**src/rtl/led_frame_loader.sv**
```systemverilog
// led_frame_loader: host row writes into a back buffer, commit snapshots it into a one-deep
// stage, and each staged frame is offered to the matrix controller over enable/ready.
// Define LED_FRAME_REFRESH_EN to re-offer the last frame whenever nothing new is staged.
module led_frame_loader #(
    parameter int NUM_ROWS = 8,
    parameter int ROW_W    = 8
) (
    input  logic                        clk,
    input  logic                        rst,
    input  logic                        wrEn,
    input  logic [$clog2(NUM_ROWS)-1:0] wrRow,
    input  logic [ROW_W-1:0]            wrData,
    input  logic                        commit,
    output logic [NUM_ROWS*ROW_W-1:0]   matrixOut,
    output logic                        enable,
    input  logic                        ready,
    output logic                        busy,
    output logic                        frameSent,
    output logic                        dropped
);
    localparam int FRAME_W   = NUM_ROWS * ROW_W;
    localparam int ROW_IDX_W = $clog2(NUM_ROWS);

    typedef enum logic [1:0] {IDLE, OFFER, DRAIN, SCAN} stateT;

    stateT              state, stateNext;
    logic [FRAME_W-1:0] backBuf, backNext;
    logic [FRAME_W-1:0] stageBuf;
    logic               stageValid, stageValidNext;
    logic               consume, accept, dropNext;
`ifdef LED_FRAME_REFRESH_EN
    logic               hasSent;
`endif

    // Back buffer with this cycle's row write folded in, so a same-cycle commit captures it.
    always_comb begin
        // NOTE: every signal driven here gets a default first, so no path can infer a latch.
        backNext = backBuf;
        for (int r = 0; r < NUM_ROWS; r++) begin
            if (wrEn && wrRow == ROW_IDX_W'(r)) begin
                backNext[FRAME_W-1-ROW_W*r -: ROW_W] = wrData;
            end
        end
    end

    always_comb begin
        stateNext = state;
        consume   = 1'b0;
        accept    = 1'b0;
        case (state)
            IDLE: begin
                if (stageValid) begin
                    consume   = 1'b1;
                    stateNext = OFFER;
                end
`ifdef LED_FRAME_REFRESH_EN
                else if (hasSent) begin
                    stateNext = OFFER;
                end
`endif
            end
            OFFER: begin
                if (enable && ready) begin
                    accept    = 1'b1;
                    stateNext = DRAIN;
                end
            end
            DRAIN: begin
                if (!ready) begin
                    stateNext = SCAN;
                end
            end
            SCAN: begin
                if (ready) begin
                    stateNext = IDLE;
                end
            end
            default: stateNext = IDLE;
        endcase

        // A commit always refills the stage; it only counts as a drop if the old frame was never taken.
        stageValidNext = commit | (stageValid & ~consume);
        dropNext       = commit & stageValid & ~consume;
    end

    always_ff @(posedge clk or negedge rst) begin
        if (!rst) begin
            // NOTE: the frame buffers are plain flops rather than a RAM, so they reset like any other state.
            state      <= IDLE;
            backBuf    <= '0;
            stageBuf   <= '0;
            stageValid <= 1'b0;
            matrixOut  <= '0;
            enable     <= 1'b0;
            busy       <= 1'b0;
            frameSent  <= 1'b0;
            dropped    <= 1'b0;
        end else begin
            // NOTE: sequential state uses non-blocking assignments so every flop samples pre-edge values.
            state      <= stateNext;
            backBuf    <= backNext;
            stageValid <= stageValidNext;
            if (commit) begin
                stageBuf <= backNext;
            end
            if (consume) begin
                matrixOut <= stageBuf;
            end
            enable    <= (stateNext == OFFER);
            busy      <= (stateNext != IDLE) | stageValidNext;
            frameSent <= accept;
            dropped   <= dropNext;
        end
    end

`ifdef LED_FRAME_REFRESH_EN
    always_ff @(posedge clk or negedge rst) begin
        if (!rst) begin
            hasSent <= 1'b0;
        end else if (accept) begin
            hasSent <= 1'b1;
        end
    end
`endif

endmodule
```
**config.mk**
```make
export PLATFORM = sky130hd
export DESIGN_NAME = led_frame_loader
export DESIGN_NICKNAME = d
export VERILOG_FILES = /design/src/rtl/led_frame_loader.sv
export SDC_FILE = /design/constraint.sdc
export NUM_CORES = 1
export LEC_CHECK = 0
export ABC_CLOCK_PERIOD_IN_PS = 3000
export BUFFER_PORTS_ARGS = -buffer_cell sky130_fd_sc_hd__buf_2
export CAP_MARGIN = 30
export CORE_AREA = 5 5 153 155
export CTS_CLUSTER_SIZE = 20
export DETAILED_ROUTE_END_ITERATION = 8
export DIE_AREA = 0 0 158 160
export GPL_TIMING_DRIVEN = 0
export SKIP_LAST_GASP = 1
export SLEW_MARGIN = 20
export SYNTH_ARGS = -nofsm -noshare
export SYNTH_HDL_FRONTEND = slang
export SYNTH_SLANG_ARGS = --single-unit
```
**constraint.sdc**
```tcl
create_clock -name clk -period 3 [get_ports clk]
set_input_delay 0.75 -clock clk [delete_from_list [all_inputs] [get_ports clk]]
set_output_delay 0.75 -clock clk [all_outputs]
set_load 0.01 [all_outputs]
```
### Word-level counts from Yosys, hierarchy flattened

Cells that the tools add are included.

| word-level totals | value |
|---|---|
| bits in registers | 199 |
| input port bits | 16 |
| output and inout port bits | 68 |
| word-level logic and storage cells | 55 |

| cells by class | value |
|---|---|
| eq/ne operators | 11 |
| muxes and demuxes | 17 |
| bitwise logic cells | 6 |
| reduce and logical (&&, ||, !) cells | 12 |

Operator list:

| cell | count |
|---|---|
| $mux 8 | 8 |
| $eq 3x3->1 const B | 4 |
| $logic_and 1x1->1 | 9 |
| $mux 2 | 4 |
| $pmux 2 s4 | 1 |
| $eq 3x2->1 const B | 2 |
| $eq 2x1->1 const B | 2 |
| $eq 2x2->1 const B | 2 |
| $mux 1 | 4 |
| $and 1x1->1 | 3 |
| $eq 3x1->1 const B | 1 |
| $logic_not 3->1 | 1 |
| $logic_not 2->1 | 1 |
| $or 1x1->1 | 2 |
| $reduce_bool 2->1 | 1 |
| $not 1->1 | 1 |

### Depth between registers and ports, before layout

Gate-level depths: netlist (run 1).

| logic depth | value |
|---|---|
| depth after elaboration | 6 |
| mapped depth | 5 |
| mapped depth without buffers | 3 |

### Least setup slack after synthesis (run 1)

Ideal clock, no wire load.

| path | value |
|---|---|
| path type | input to register |
| start | input wrRow[0] |
| end | register stageBuf[63] |
| library setup time | 125 ps |
| arrival | 1968 ps |
| required time | 2875 ps |
| slack | 907 ps |
| stages | 4 |
| buffers on the path | 1 |
| path through | buf_6 nor4b_4 mux2_2 mux2_2 |

| between the ends | value |
|---|---|
| word-level cells in the longest chain between the ends | 3 |

Ends and longest elaborated chain:

| item | RTL line | source |
|---|---|---|
| from (decl) | 11 | `input logic [$clog2(NUM_ROWS)-1:0] wrRow,` |
| $logic_not 3->1 | 40 | `if (wrEn && wrRow == ROW_IDX_W'(r)) begin` |
| $logic_and 1x1->1 | 40 |  |
| $mux 8 | 40 |  |
| net backNext[63] | 27 | `logic [FRAME_W-1:0] backBuf, backNext;` |
| to (signal assigned) | 104 | `stageBuf <= backNext;` |
| to (decl) | 28 | `logic [FRAME_W-1:0] stageBuf;` |

The timed path passes the listed nets, and every way through them passes these cells.
A chain may end at the register's enable or synchronous reset.

### Final worst setup path (run 1)

| path | value |
|---|---|
| start | input wrEn |
| end | register stageBuf[56] |

| between the ends | value |
|---|---|
| word-level cells in the longest chain between the ends | 2 |

Ends and longest elaborated chain:

| item | RTL line | source |
|---|---|---|
| from (decl) | 10 | `input logic wrEn,` |
| $logic_and 1x1->1 | 40 |  |
| $mux 8 | 40 |  |
| net backNext[56] | 27 |  |

The timed path passes the listed nets, and every way through them passes these cells.

==> out/metrics.cfg, run 1 <==
[outcome]
status=finished, final reports clean

[detailed_routing]
wl_per_cell_um=17.7
via_per_inst=4.63
route.detailed.drc=0
drt_first_pass_iters=4
routed_wirelength_um=14600
drt-initial-drc-count=148
vias=3813
final_antenna_net_count=0

[placed_design]
dp_cells=792
place.gp.congestion=0.720
io_buffers=78
hpwl_um=9830

[sta]
whs_ns=0.352
fmax_ghz=0.538
rsz0062_at_grt=false
finalMaxSlewViolations=0
hold_violations=0
slew_headroom_pct=59.1
period_minus_slack_ns=1.86
worst_pin_slew_ns=0.613
setup_violations=0
fin_worst_skew_ns=0.00763
period_share_pct=62.0

[die]
initial_core_util_pct=34.7
die_area_mm2=0.0253
design.core.area_mm2=0.0217
die_x_um=158
die_h_um=160
num_rows=54
ioPinCount=84

[worst_setup_path]
cp-start-kind=primary input
cp_max_fo=8
critPathArrivalTime_ns=2.17
cp-end-kind=flop
crit_type=primary input to flop
worstPathRequired_ns=3.31
rrSetupSlack_ns=1.16
worstRegToRegCells=4

[synthesis]
synth_edf_count=0
syn-num-nets=448
yosysSeqAreaShare_pct=66.3
yosysWarnings=0
synthArstFlopShare_pct=100
ys_seq_elements=199
synth_cell_types=22
synthFlopType=dfrtp_1
synth_top_cells_by_area=dfrtp_1 (66%), mux2_2 (28%), buf_6 (1.8%), mux2_1 (0.75%), nand4b_2 (0.60%)
syn_inst=432
syn-cell-area_mm2=0.00752
yosysMostFrequentCell=dfrtp_1
synth_area_leader_cell=dfrtp_1
synth_top_area_share_pct=66.3
postSynthAreaPerCell_um2=17.4
synth_common_cells=dfrtp_1 (199), mux2_2 (187), buf_6 (12), mux2_1 (5), buf_1 (4)

[clock_tree]
cts_resized=0
cts_hold_buffers=0
cts_tree=built
clock_latency_ns=0.43
cts_buffers=17
clockBufferDepth=2
cts_root_buffer=clkbuf_16
path_clk_slew_ns=0.07
clock_sinks=199
cts_setup_buffers=0
htree_levels=4

[power_and_ir_drop]
power_frac_comb_pct=26.9
powerDensity_mw_per_mm2=946
finalPower_mw=8.40
seqPwrFrac_pct=47.4
p_leak_nw=4.00
p_sw_share_pct=28.3
switchingPower_mw=2.37
ir_drop_mv=0.415
internal_power_mw=6.02
clockPowerShare_pct=25.7

[global_routing]
grt_max_degree=105
grt_first_pass_wirelength_um=23900
antenna_found_initial=0
grt_pass1_vias=4307
overflow=0
track_usage_pct=12.3

[finish]
drive_gt1_share_pct=58.9
fin_nets=547
area_growth_pct=18.1
final_cells=823
diodes=0

[min_path]
hold_class=primary input to asynchronous set/reset pin

[job]
maxCapViolCount=0

## critical path: stages
cell	delay, ns
buf_2	0.18
nor4b_4	0.54
mux2_2	0.43
mux2_2	0.26
## final cells by class
cell class / count / area [µm²]
repair buffers: 80 / 455
plain buffers: 20 / 168
flip-flops and latches: 199 / 4980
inverters: 1 / 3.75
multi-input cells: 212 / 2360
clock buffers: 21 / 460
fillers: 1987 / 12800
well taps: 280 / 350
clock inverters: 10 / 96.3
## state kept, by name (all words and copies together) (netlist names)
register / count
busy: 1
stageValid: 1
stageBuf: 64
matrixOut: 64
enable: 1
backBuf: 64
frameSent: 1
dropped: 1
state: 2
## cells in the final DEF (no fill, tap or decap), types with 2 or more instances in the layout
cell | netlist | routed
clkbuf_8 | 0 | 2
buf_6 | 12 | 12
clkbuf_16 | 0 | 17
a21o_1 | 3 | 3
clkinv_4 | 0 | 2
buf_1 | 4 | 4
nand4b_2 | 3 | 3
buf_2 | 2 | 79
dfrtp_1 | 199 | 199
inv_6 | 0 | 3
and4bb_2 | 3 | 3
clkinv_2 | 0 | 3
clkbuf_1 | 2 | 4
buf_16 | 0 | 2
mux2_2 | 187 | 187
mux2_1 | 5 | 5
## routing by layer
| layer | global-route usage [%] | wire length (µm) | vias to the layer above |
|---|---|---|---|
| met4 | 3.72 | 205 | 0 |
| li1 | - | - | 1733 |
| met1 | 15.3 | 6230 | 2004 |
| met2 | 21.0 | 7560 | 59 |
| met3 | 3.27 | 588 | 17 |
| met5 | 0 | 0 | - |
## worst paths after layout
path | from | end
max reg2reg | state[0] | matrixOut[29]
min | rst | matrixOut[19]
max | wrEn | stageBuf[56]
min in group clk | backBuf[32] | backBuf[32]
max in group asynchronous | rst | matrixOut[52]
min reg2reg | backBuf[32] | backBuf[32]
## kinds of logic (layout without fill, tap and decap cells)
group / after synthesis / after routing / synth area share, %
flops: 199 / 199 / 66.3
simple gates: 15 / 15 / 2.23
compound gates: 5 / 5 / 0.466
mux: 192 / 192 / 28.8
buf+inv: 21 / 132 / 2.28
## metrics by stage
step,setup WS [ns],TNS [ns],utilization [%],area [µm²]
after CTS,1.11,0,40.9,8880
after floorplan,0.907,0,-,7520
after global routing,1.06,0,40.9,8880
final,1.14,0,40.9,8880
after detailed placement,0.653,0,38.4,8320
after global placement,-1.88,-371.44,38.1,8260
## power groups by stage
stage | sequential (mW) | clock, mW | combinational (mW)
final | 3.98 | 2.15 | 2.26
after global routing | 4.10 | 2.32 | 2.49
after detailed placement | 4.05 | 0 | 2.32
after global placement | 4.01 | 0 | 2.25
after floorplan | 4.16 | 0 | 1.29
after CTS | 4.00 | 2.22 | 2.34
(Power assumes the default switching activity.)
==> run 2, diff against run 1 <==
- ABC_CLOCK_PERIOD_IN_PS: 3000 -> 1850
- clock period: 3 -> 1.85 ns (I/O delays scaled with it)
==> out/metrics.cfg, run 2 (same netlist as run 1, synthesis figures left out) <==
[clock_tree]
clockBufferDepth=2
cts_root_buffer=clkbuf_16
cts_tree=built
htree_levels=4
path_clk_slew_ns=0.07
clock_sinks=199
cts_buffers=17
clock_latency_ns=0.43
cts_resized=0

[sta]
fin_worst_skew_ns=0.00922
setup_violations=0
fmax_ghz=0.594
finalMaxSlewViolations=0
slew_headroom_pct=57.3
rsz0062_at_grt=false
period_minus_slack_ns=1.68
hold_violations=0
final.setup.worst_slack_ns=0.166
worst_pin_slew_ns=0.641
finalSetupTns_ns=0
period_share_pct=91.0
whs_ns=0.0647

[worst_setup_path]
cp-start-kind=flop
cp.buffers_inverters=2
rr_startpoint=state[0]
cp-end-kind=flop
cp_max_fo=10
cpLargestDelayFamily=simple AND/OR/NAND/NOR gates
crit_type=flop to flop
crit_slowest_cell=dfrtp_1
worstSetupStartpoint=state[0]
path_cells=or2_2 > nor2_4 > buf_12 > buf_6 > mux2_2
critPathArrivalTime_ns=1.99
critPathMaxStageDelay_ns=0.41
worstPathRequired_ns=2.16

[min_path]
hold_class=primary input to asynchronous set/reset pin

[finish]
fin_area_mm2=0.00891
drive_gt1_share_pct=59.1
fin_nets=549
final_cells=825
area_growth_pct=18.5
final_common_cell=dfrtp_1
top_regs=backBuf: 64 flops, matrixOut: 64 flops, stageBuf: 64 flops
layout_common_cells=dfrtp_1 (199), mux2_2 (187), buf_2 (79)
fill_cells=1986
diodes=0

[power_and_ir_drop]
p_leak_nw=4.02
ir_drop_mv=0.699
powerDensity_mw_per_mm2=1540

[detailed_routing]
drt-initial-drc-count=138
route.detailed.drc=0
final_antenna_net_count=0
vias=3840
wl_per_cell_um=17.7
routed_wirelength_um=14600
via_per_inst=4.65
drt_first_pass_iters=4

[global_routing]
use_met3_pct=3.27
met2_usage_pct=21.1
grt_first_pass_wirelength_um=23900
antenna_found_initial=0
grt_pass1_vias=4312
use_met1_pct=15.3
busiest_layer=met2
overflow=0
grt_max_degree=105
track_usage_pct=12.4

[die]
die_area_mm2=0.0253
initial_core_util_pct=34.7
die_h_um=160
ioPinCount=84
design.core.area_mm2=0.0217
num_rows=54
die_x_um=158

[placed_design]
dpl_cell_area_mm2=0.00832
place_ws_ns=-0.210
hpwl_um=9830
place.gp.congestion=0.720
dp_cells=792
io_buffers=78

[job]
maxCapViolCount=0

[outcome]
status=finished, final reports clean

run 2: cell count changes in the layout (fill, tap and decap cells not counted), sizes merged:
cell / previous run / this run
buf: 98 / 100
run 2: repair_timing:
action / 4_1_cts / 5_1_grt
setup buffers: 2 / 0
endpoints found under the setup margin: 12 / 0
hold buffers: 0 / 0
run 2: final timing paths:
check,cells past startpoint,endpoint,slack (ns)
worst max register to register,5,matrixOut[29],0.17
min in group clk,2,enable,0.26
max in group asynchronous,3,matrixOut[52],0.96
worst max-delay path,5,matrixOut[29],0.17
worst min register to register,1,backBuf[32],0.49
worst min-delay path,2,matrixOut[19],0.06
run 2: worst reg2reg max path, cell delays in order, from the launching register on:
cell,delay (ns)
dfrtp_1,0.41
or2_2,0.35
nor2_4,0.13
buf_12,0.15
buf_6,0.17
mux2_2,0.35
run 2: area by class of cell:
cell class | count | area [µm²] | area share [%]
timing repair buffer | 82 | 483 | 5.42
tap | 280 | 350 | 3.93
sequential | 199 | 4980 | 55.9
inverter | 1 | 3.75 | 0.0421
clock inverter | 10 | 96.3 | 1.08
clock buffer | 21 | 460 | 5.17
buffer | 20 | 168 | 1.88
multi-input combinational | 212 | 2360 | 26.6
run 2: metrics by stage:
stage                     total power, mW  utilization [%]
final                                13.7             41.1
after floorplan                      8.82                -
after global routing                 14.5             41.1
after detailed placement             10.3             38.4
after global placement               10.1             38.1
after CTS                            13.9             41.1
run 2: power breakdown:
group / total, mW / internal (mW) / leakage (nW) / switching, mW
Combinational: 3.73 / 2.09 / 1.35 / 1.64
Sequential: 6.46 / 5.80 / 2.39 / 0.657
Clock: 3.49 / 1.93 / 0.274 / 1.56
run 2: metal layers:
layer,vias up,wire length [µm]
li1,1734,-
met1,2031,6230
met2,58,7580
met3,17,581
met4,0,205
met5,-,0
